`config.mk`:
```
export PLATFORM = sky130hd
export DESIGN_NAME = chunked_addsub_unit
export DESIGN_NICKNAME = d
export VERILOG_FILES = /design/src/rtl/chunked_addsub_unit.sv
export SDC_FILE = /design/constraint.sdc
export NUM_CORES = 1
export LEC_CHECK = 0
export BUFFER_PORTS_ARGS = -buffer_cell sky130_fd_sc_hd__buf_2
export CAP_MARGIN = 20
export CELL_PAD_IN_SITES_DETAIL_PLACEMENT = 2
export CELL_PAD_IN_SITES_GLOBAL_PLACEMENT = 2
export CORE_ASPECT_RATIO = 1.75
export CORE_MARGIN = 8
export CORE_UTILIZATION = 36
export CTS_CLUSTER_DIAMETER = 40
export CTS_CLUSTER_SIZE = 28
export DETAILED_ROUTE_END_ITERATION = 10
export GPL_TIMING_DRIVEN = 0
export PLACE_DENSITY_LB_ADDON = 0.3
export SETUP_SLACK_MARGIN = 0.1
export SYNTH_ARGS = -nofsm -noshare
export SYNTH_HDL_FRONTEND = slang
export SYNTH_SLANG_ARGS = --single-unit
```
`constraint.sdc`:
```
create_clock -name clk -period 5.65 [get_ports clk]
set_input_delay 0.2825 -clock clk [delete_from_list [all_inputs] [get_ports clk]]
set_output_delay 0.2825 -clock clk [all_outputs]
set_load 0.01 [all_outputs]
```
`src/rtl/chunked_addsub_unit.sv`:
```
// Multi-cycle add/subtract unit: the carry chain is cut into CHUNK-bit slices,
// one slice per clock, with Y86-style ZF/SF/OF flags and a valid/ready handshake.
module chunked_addsub_unit #(
    parameter int WIDTH = 64,
    parameter int CHUNK = 16
) (
    input  logic             clk,
    input  logic             rst_n,
    input  logic             in_valid,
    output logic             in_ready,
    input  logic             op_sub,
    input  logic [WIDTH-1:0] A,
    input  logic [WIDTH-1:0] B,
    output logic             out_valid,
    input  logic             out_ready,
    output logic [WIDTH-1:0] Y,
    output logic             cout,
    output logic             zf,
    output logic             sf,
    output logic             of
);

    localparam int NCH   = WIDTH / CHUNK;
    localparam int IDX_W = (NCH > 1) ? $clog2(NCH) : 1;
    localparam logic [IDX_W-1:0] LAST = IDX_W'(NCH - 1);

    if (WIDTH % CHUNK != 0) begin : g_bad_chunk
        $error("chunked_addsub_unit: WIDTH must be a multiple of CHUNK");
    end

    typedef enum logic [1:0] {S_IDLE, S_RUN, S_DONE} state_t;

    state_t           state_q, state_d;
    logic [IDX_W-1:0] idx_q, idx_d;
    logic [WIDTH-1:0] a_q, a_d, b_q, b_d, y_q, y_d;
    logic             carry_q, carry_d;
    logic             cout_q, cout_d, zf_q, zf_d, sf_q, sf_d, of_q, of_d;
    logic             init_q;

    int               base;
    logic [CHUNK-1:0] a_sl, b_sl;
    logic [CHUNK:0]   sum;

    always_comb begin
        base = CHUNK * int'(idx_q);
        a_sl = a_q[base +: CHUNK];
        b_sl = b_q[base +: CHUNK];
        sum  = {1'b0, a_sl} + {1'b0, b_sl} + {{CHUNK{1'b0}}, carry_q};
    end

    assign in_ready  = init_q && rst_n && (state_q == S_IDLE);
    assign out_valid = (state_q == S_DONE);
    assign Y         = y_q;
    assign cout      = cout_q;
    assign zf        = zf_q;
    assign sf        = sf_q;
    assign of        = of_q;

    always_comb begin
        state_d = state_q;
        idx_d   = idx_q;
        a_d     = a_q;
        b_d     = b_q;
        y_d     = y_q;
        carry_d = carry_q;
        cout_d  = cout_q;
        zf_d    = zf_q;
        sf_d    = sf_q;
        of_d    = of_q;
        case (state_q)
            S_IDLE: begin
                // Subtraction is A + ~B + 1: invert B once here, seed the carry.
                if (in_valid && in_ready) begin
                    a_d     = A;
                    b_d     = op_sub ? ~B : B;
                    carry_d = op_sub;
                    idx_d   = '0;
                    state_d = S_RUN;
                end
            end
            S_RUN: begin
                y_d[base +: CHUNK] = sum[CHUNK-1:0];
                carry_d = sum[CHUNK];
                idx_d   = idx_q + 1'b1;
                if (idx_q == LAST) begin
                    idx_d   = '0;
                    state_d = S_DONE;
                    cout_d  = sum[CHUNK];
                    sf_d    = y_d[WIDTH-1];
                    zf_d    = (y_d == '0);
                    of_d    = (a_q[WIDTH-1] == b_q[WIDTH-1]) && (y_d[WIDTH-1] != a_q[WIDTH-1]);
                end
            end
            S_DONE: begin
                if (out_ready) state_d = S_IDLE;
            end
            default: state_d = S_IDLE;
        endcase
    end

    always_ff @(posedge clk) begin
        if (!rst_n) begin
            state_q <= S_IDLE;
            idx_q   <= '0;
            y_q     <= '0;
            carry_q <= 1'b0;
            cout_q  <= 1'b0;
            zf_q    <= 1'b0;
            sf_q    <= 1'b0;
            of_q    <= 1'b0;
            init_q  <= 1'b0;
        end else begin
            state_q <= state_d;
            idx_q   <= idx_d;
            y_q     <= y_d;
            carry_q <= carry_d;
            cout_q  <= cout_d;
            zf_q    <= zf_d;
            sf_q    <= sf_d;
            of_q    <= of_d;
            init_q  <= 1'b1;
        end
    end

    // Operand latches only matter once an op is accepted, so they carry no reset.
    always_ff @(posedge clk) begin
        a_q <= a_d;
        b_q <= b_d;
    end

endmodule
```
[After elaboration in Yosys (flattened, before gate mapping)]
Cells that the tools add are included.
W data, S select, Z words.
Operators by class
  divide/modulo/power cells: 0
  equality and inequality tests: 8
  mux-type cells: 12
  bitwise logic cells: 1
  reductions and logical operators: 11
  $lt $le $gt $ge: 0
  $add $sub $neg: 4
  multipliers: 0
  shifts and indexed selects: 4
Operators by type and width (count)
  $shiftx A64 B7 Y16: 2
  $bwmux W64: 1
  $logic_not A64 Y1: 1
  $mux W64: 1
  $not A64 Y64: 1
  $shift A16 B33 Y64 const A: 1
  $shiftx A16 B33 Y64: 1
  $neg A6 Y33: 1
  $add A16 B16 Y17: 1
  $add A17 B1 Y17: 1
  $mux W2: 5
  $pmux W2 S3: 1
  $reduce_and A2 Y1: 3
  $eq A2 B2 Y1 const B: 2
  $logic_and A1 B1 Y1: 4
  $ne A2 B1 Y1 const B: 2
  $pmux W2 S2: 1
  $reduce_and A3 Y1: 1
  $add A2 B1 Y2 const B: 1
  $eq A2 B1 Y1 const B: 1
  $logic_not A2 Y1: 1
  $mux W1: 2
  $ne A2 B2 Y1 const B: 1
  $pmux W1 S2: 1
  other kinds (3): 3
Storage, ports and cells
  memory bits (writable): 0
  logic and storage cells: 51
  bits in latches: 0
  ROM bits: 0
  memories kept: 0
  output and inout port bits: 70
  register bits: 202

[Depth between registers and ports, before layout]
  word-level depth: 7
  mapped depth: 13
  depth with buffers taken out: 11

[Worst setup path before layout]
OpenSTA, ideal clock, no wires.
  path type: register -> register
  start: register idx_q[0]
  end: register zf_q, in the netlist zf
  arrival: 3.919 ns
  buffers on the path: 1
  cell stages (with the launch flop): 13
  path slack: 1.599 ns
  required time: 5.519 ns
  cell sequence: dfxtp_1 -> buf_1 -> mux4_2 -> fa_1 -> fa_1 -> a211oi_2 -> o21ai_0 -> a2111oi_1 -> a2bb2oi_2 -> nor4b_1 -> a211o_1 -> o2111ai_1 -> o22ai_1
On the way
  word-level cells in the longest chain between the ends: 6
RTL lines
  from (decl): RTL line 34  | logic [IDX_W-1:0] idx_q, idx_d;
  from (signal assigned): RTL line 114  | idx_q <= idx_d;
  $shiftx A64 B7 Y16, on equally long branches: RTL line 46, 47
  $add A16 B16 Y17: RTL line 48  | sum = {1'b0, a_sl} + {1'b0, b_sl} + {{CHUNK{1'b0}}, carry_q};
  $add A17 B1 Y17: RTL line 48
  $shiftx A16 B33 Y64: RTL line 82  | y_d[base +: CHUNK] = sum[CHUNK-1:0];
  $bwmux W64: RTL line 82
  $logic_not A64 Y1: RTL line 90  | zf_d = (y_d == '0);
  to (signal assigned): RTL line 118  | zf_q <= zf_d;
  to (decl): RTL line 37  | logic cout_q, cout_d, zf_q, zf_d, sf_q, sf_d, of_q, of_d;
Parallel ways exist; a longest one is shown, timed or not.
A chain may end at the register's enable or synchronous reset.

[Final worst setup path]
Same ends and word-level chain as after synthesis.

==> qor.yml <==
port_buffers: 202
maxSlewHeadroom_pct: 23.9
synth.ff_latch_count: 202
final_area_sq_mm: 0.0120
clockPowerShare_pct: 44.5
maxCapViolations: 0
cts_tree: "done"
synth-seq-area-share_pct: 59.3
synth_area_leaders: "edfxtp_1 43%, dfxtp_1 17%, mux4_2 8.0%"
fin_crit_ns: 4.98
hold_viol_final: 0
critPathMaxFanout: 10
synthToLayoutAreaGrowth_pct: 33.2
wl_mm: 34.1
avgSynthCellArea_sq_um: 13.0
drive_above_1_share_pct: 29.8
gr-usage-all-layers_pct: 22.2
status: "finished clean"
grt_max_degree: 101
switchingPower_mw: 1.06
finalPower_mw: 3.85
wl_per_cell_um: 25.9
clockBufferDepth: 3
fin_skew_ns: 0.0175
clkTransAtPathRegs_ns: 0.06
start_util_pct: 36.6
firstDrtPassIters: 4
cts-buffers-inserted: 26
rsz0062_at_grt: "no"
drt-initial-drc-count: 304
final_util_pct: 48.7
antenna_found_initial: 3
cts_root_buf: "clkbuf_16"
yosys.area.top_type: "edfxtp_1"
dp_cells: 1203
grt_pass1_wl_mm: 50.8
seq_power_share_pct: 42.6
fin_tns_setup_ns: 0
intPower_mw: 2.78
gp_congestion: 0.794
hold_class: "input pin to register"
report.final.setup_viol: 0
worst_pin_slew_ns: 1.14
rrSetupSlack_ns: 0.67
synth_nets: 844
ir_drop_v: 0.000232
ios: 203
comb_power_share_pct: 12.9
grt_overflow_total: 0
die-area_sq_mm: 0.0304
die_w_um: 135
timing.final.crit_share_pct: 88.1
placed_area_sq_mm: 0.0104
cts_setup_buffers: 0
stdcell_count: 1319
synth_cell_type_count: 59
drcViolationCount: 0
htreeDepth: 1
worstSkewPairLatency_ns: 0.54
end_kind: "register"
hpwlAfterDp_mm: 23.2
rows: 76
final_nets: 1141
place_ws_ns: 0.197
grt_pass1_vias: 8344
timing.hold.ws_ns: 0.0506
detailroute.via_count: 7060
cts.sinks: 202
ant_nets: 0
cp-start-kind: "register"
leakagePower_nw: 4.70
yosysWarnings: 0
timing.final.ws_setup_ns: 0.672
synthCells: 688
synthesis.area_sq_mm: 0.00897
synth_edf_count: 128
drv_slew: 0
arrival_ns: 5.37
synthArstFlopShare_pct: 0
die_h_um: 225
p_per_area_mw_per_mm2: 322
power.switching_fraction_pct: 27.7
core-area_sq_mm: 0.0245
avgViaCountPerCell: 5.35
synth_top_area_share_pct: 42.8
synth-main-ff-cell: "edfxtp_1"
fmax_mhz: 201
regArea_sq_mm: 0.00533
cp_data_required_time_ns: 6.04
nFillCells: 2467
multi_input_area_sq_mm: 0.00346
path_class: "register to register"
[cell type report]
type	count	area share, %
sequential	202	44.5
multi-input combinational	437	28.9
timing repair buffer	269	14.2
clock buffer	31	6.22
tap	312	3.27
buffer	38	1.26
clock inverter	16	1.15
inverter	11	0.387
antenna	3	0.0628
[worst paths after layout]
kind	from	endpoint	cells after the start
worst max register to register	idx_q[0]$_SDFFE_PN0P_	zf$_SDFFE_PN0P_	12
worst min-delay path	out_ready	state_q[1]$_SDFFE_PN0P_	4
worst max-delay path	idx_q[0]$_SDFFE_PN0P_	zf$_SDFFE_PN0P_	12
worst min register to register	zf$_SDFFE_PN0P_	zf$_SDFFE_PN0P_	2
[placed cells by master, fill, tap and decap left out, types with 6 or more instances in the layout]
| master | synthesis | routed |
|---|---|---|
| buf_2 | 4 | 207 |
| nand3_1 | 8 | 8 |
| dlygate4sd3_1 | 0 | 65 |
| a21oi_1 | 21 | 21 |
| nor4_1 | 14 | 14 |
| clkbuf_16 | 0 | 29 |
| a22oi_1 | 59 | 59 |
| a211oi_1 | 7 | 7 |
| a31oi_1 | 8 | 8 |
| dfxtp_1 | 74 | 74 |
| nor3_1 | 9 | 9 |
| o21ai_0 | 9 | 9 |
| inv_1 | 10 | 9 |
| edfxtp_1 | 128 | 128 |
| mux4_2 | 32 | 32 |
| inv_6 | 0 | 6 |
| xor2_1 | 69 | 69 |
| nand2_1 | 24 | 24 |
| ha_1 | 21 | 21 |
| clkbuf_1 | 27 | 28 |
| nor2_1 | 86 | 86 |
[cells in the mapped netlist (all sizes together) (14+ instances only)]
library cell    n
edfxtp        128
nor2           86
dfxtp          74
xor2           69
a22oi          59
mux4           32
clkbuf         27
nand2          24
a21oi          22
ha             21
nor4           14
[state kept, by name, summed over array words and instances, names as in the netlist, 2 cells and up]
name     cells
Y           64
a_q         64
b_q         64
idx_q        2
state_q      2
[cells by family after synthesis]
group | share of synthesized area [%]
simple gates | 8.62
xor+xnor | 7.22
flops | 59.3
buf+inv | 2.11
compound gates | 11.1
fa+ha+maj | 3.37
mux | 8.27
[timing repair]
action                     CTS  global route
hold endpoints to repair    65             0
setup endpoints to repair    0             1
resized for setup            0             4
hold buffers                65             0
[per-layer routing]
| layer | global-route usage (%) | vias to the layer above | routed length [um] |
|---|---|---|---|
| li1 | - | 3210 | - |
| met2 | 43.8 | 216 | 19900 |
| met1 | 21.2 | 3564 | 11300 |
| met3 | 4.00 | 70 | 1580 |
| met4 | 10.7 | 0 | 1320 |
| met5 | 0 | - | 0 |
[power by group through the flow]
stage	Combinational (mW)	Sequential, mW	Clock, mW
floorplan	0.252	1.67	0
global placement	0.435	1.67	0
detailed placement	0.451	1.67	0
CTS	0.492	1.64	1.72
global route	0.534	1.64	1.79
finish	0.498	1.64	1.71
[worst max-delay path, cell delays in order, from the launching register on]
cell	delay, ns
dfxtp_1	0.54
clkbuf_2	0.41
mux4_2	0.58
fa_1	0.53
fa_1	0.45
a211oi_2	0.37
o21ai_0	0.19
a2111oi_1	0.51
a2bb2oi_2	0.52
nor4b_1	0.14
a211o_1	0.30
o2111ai_1	0.16
o22ai_1	0.13
No activity file was read; power rests on OpenSTA's default activity.
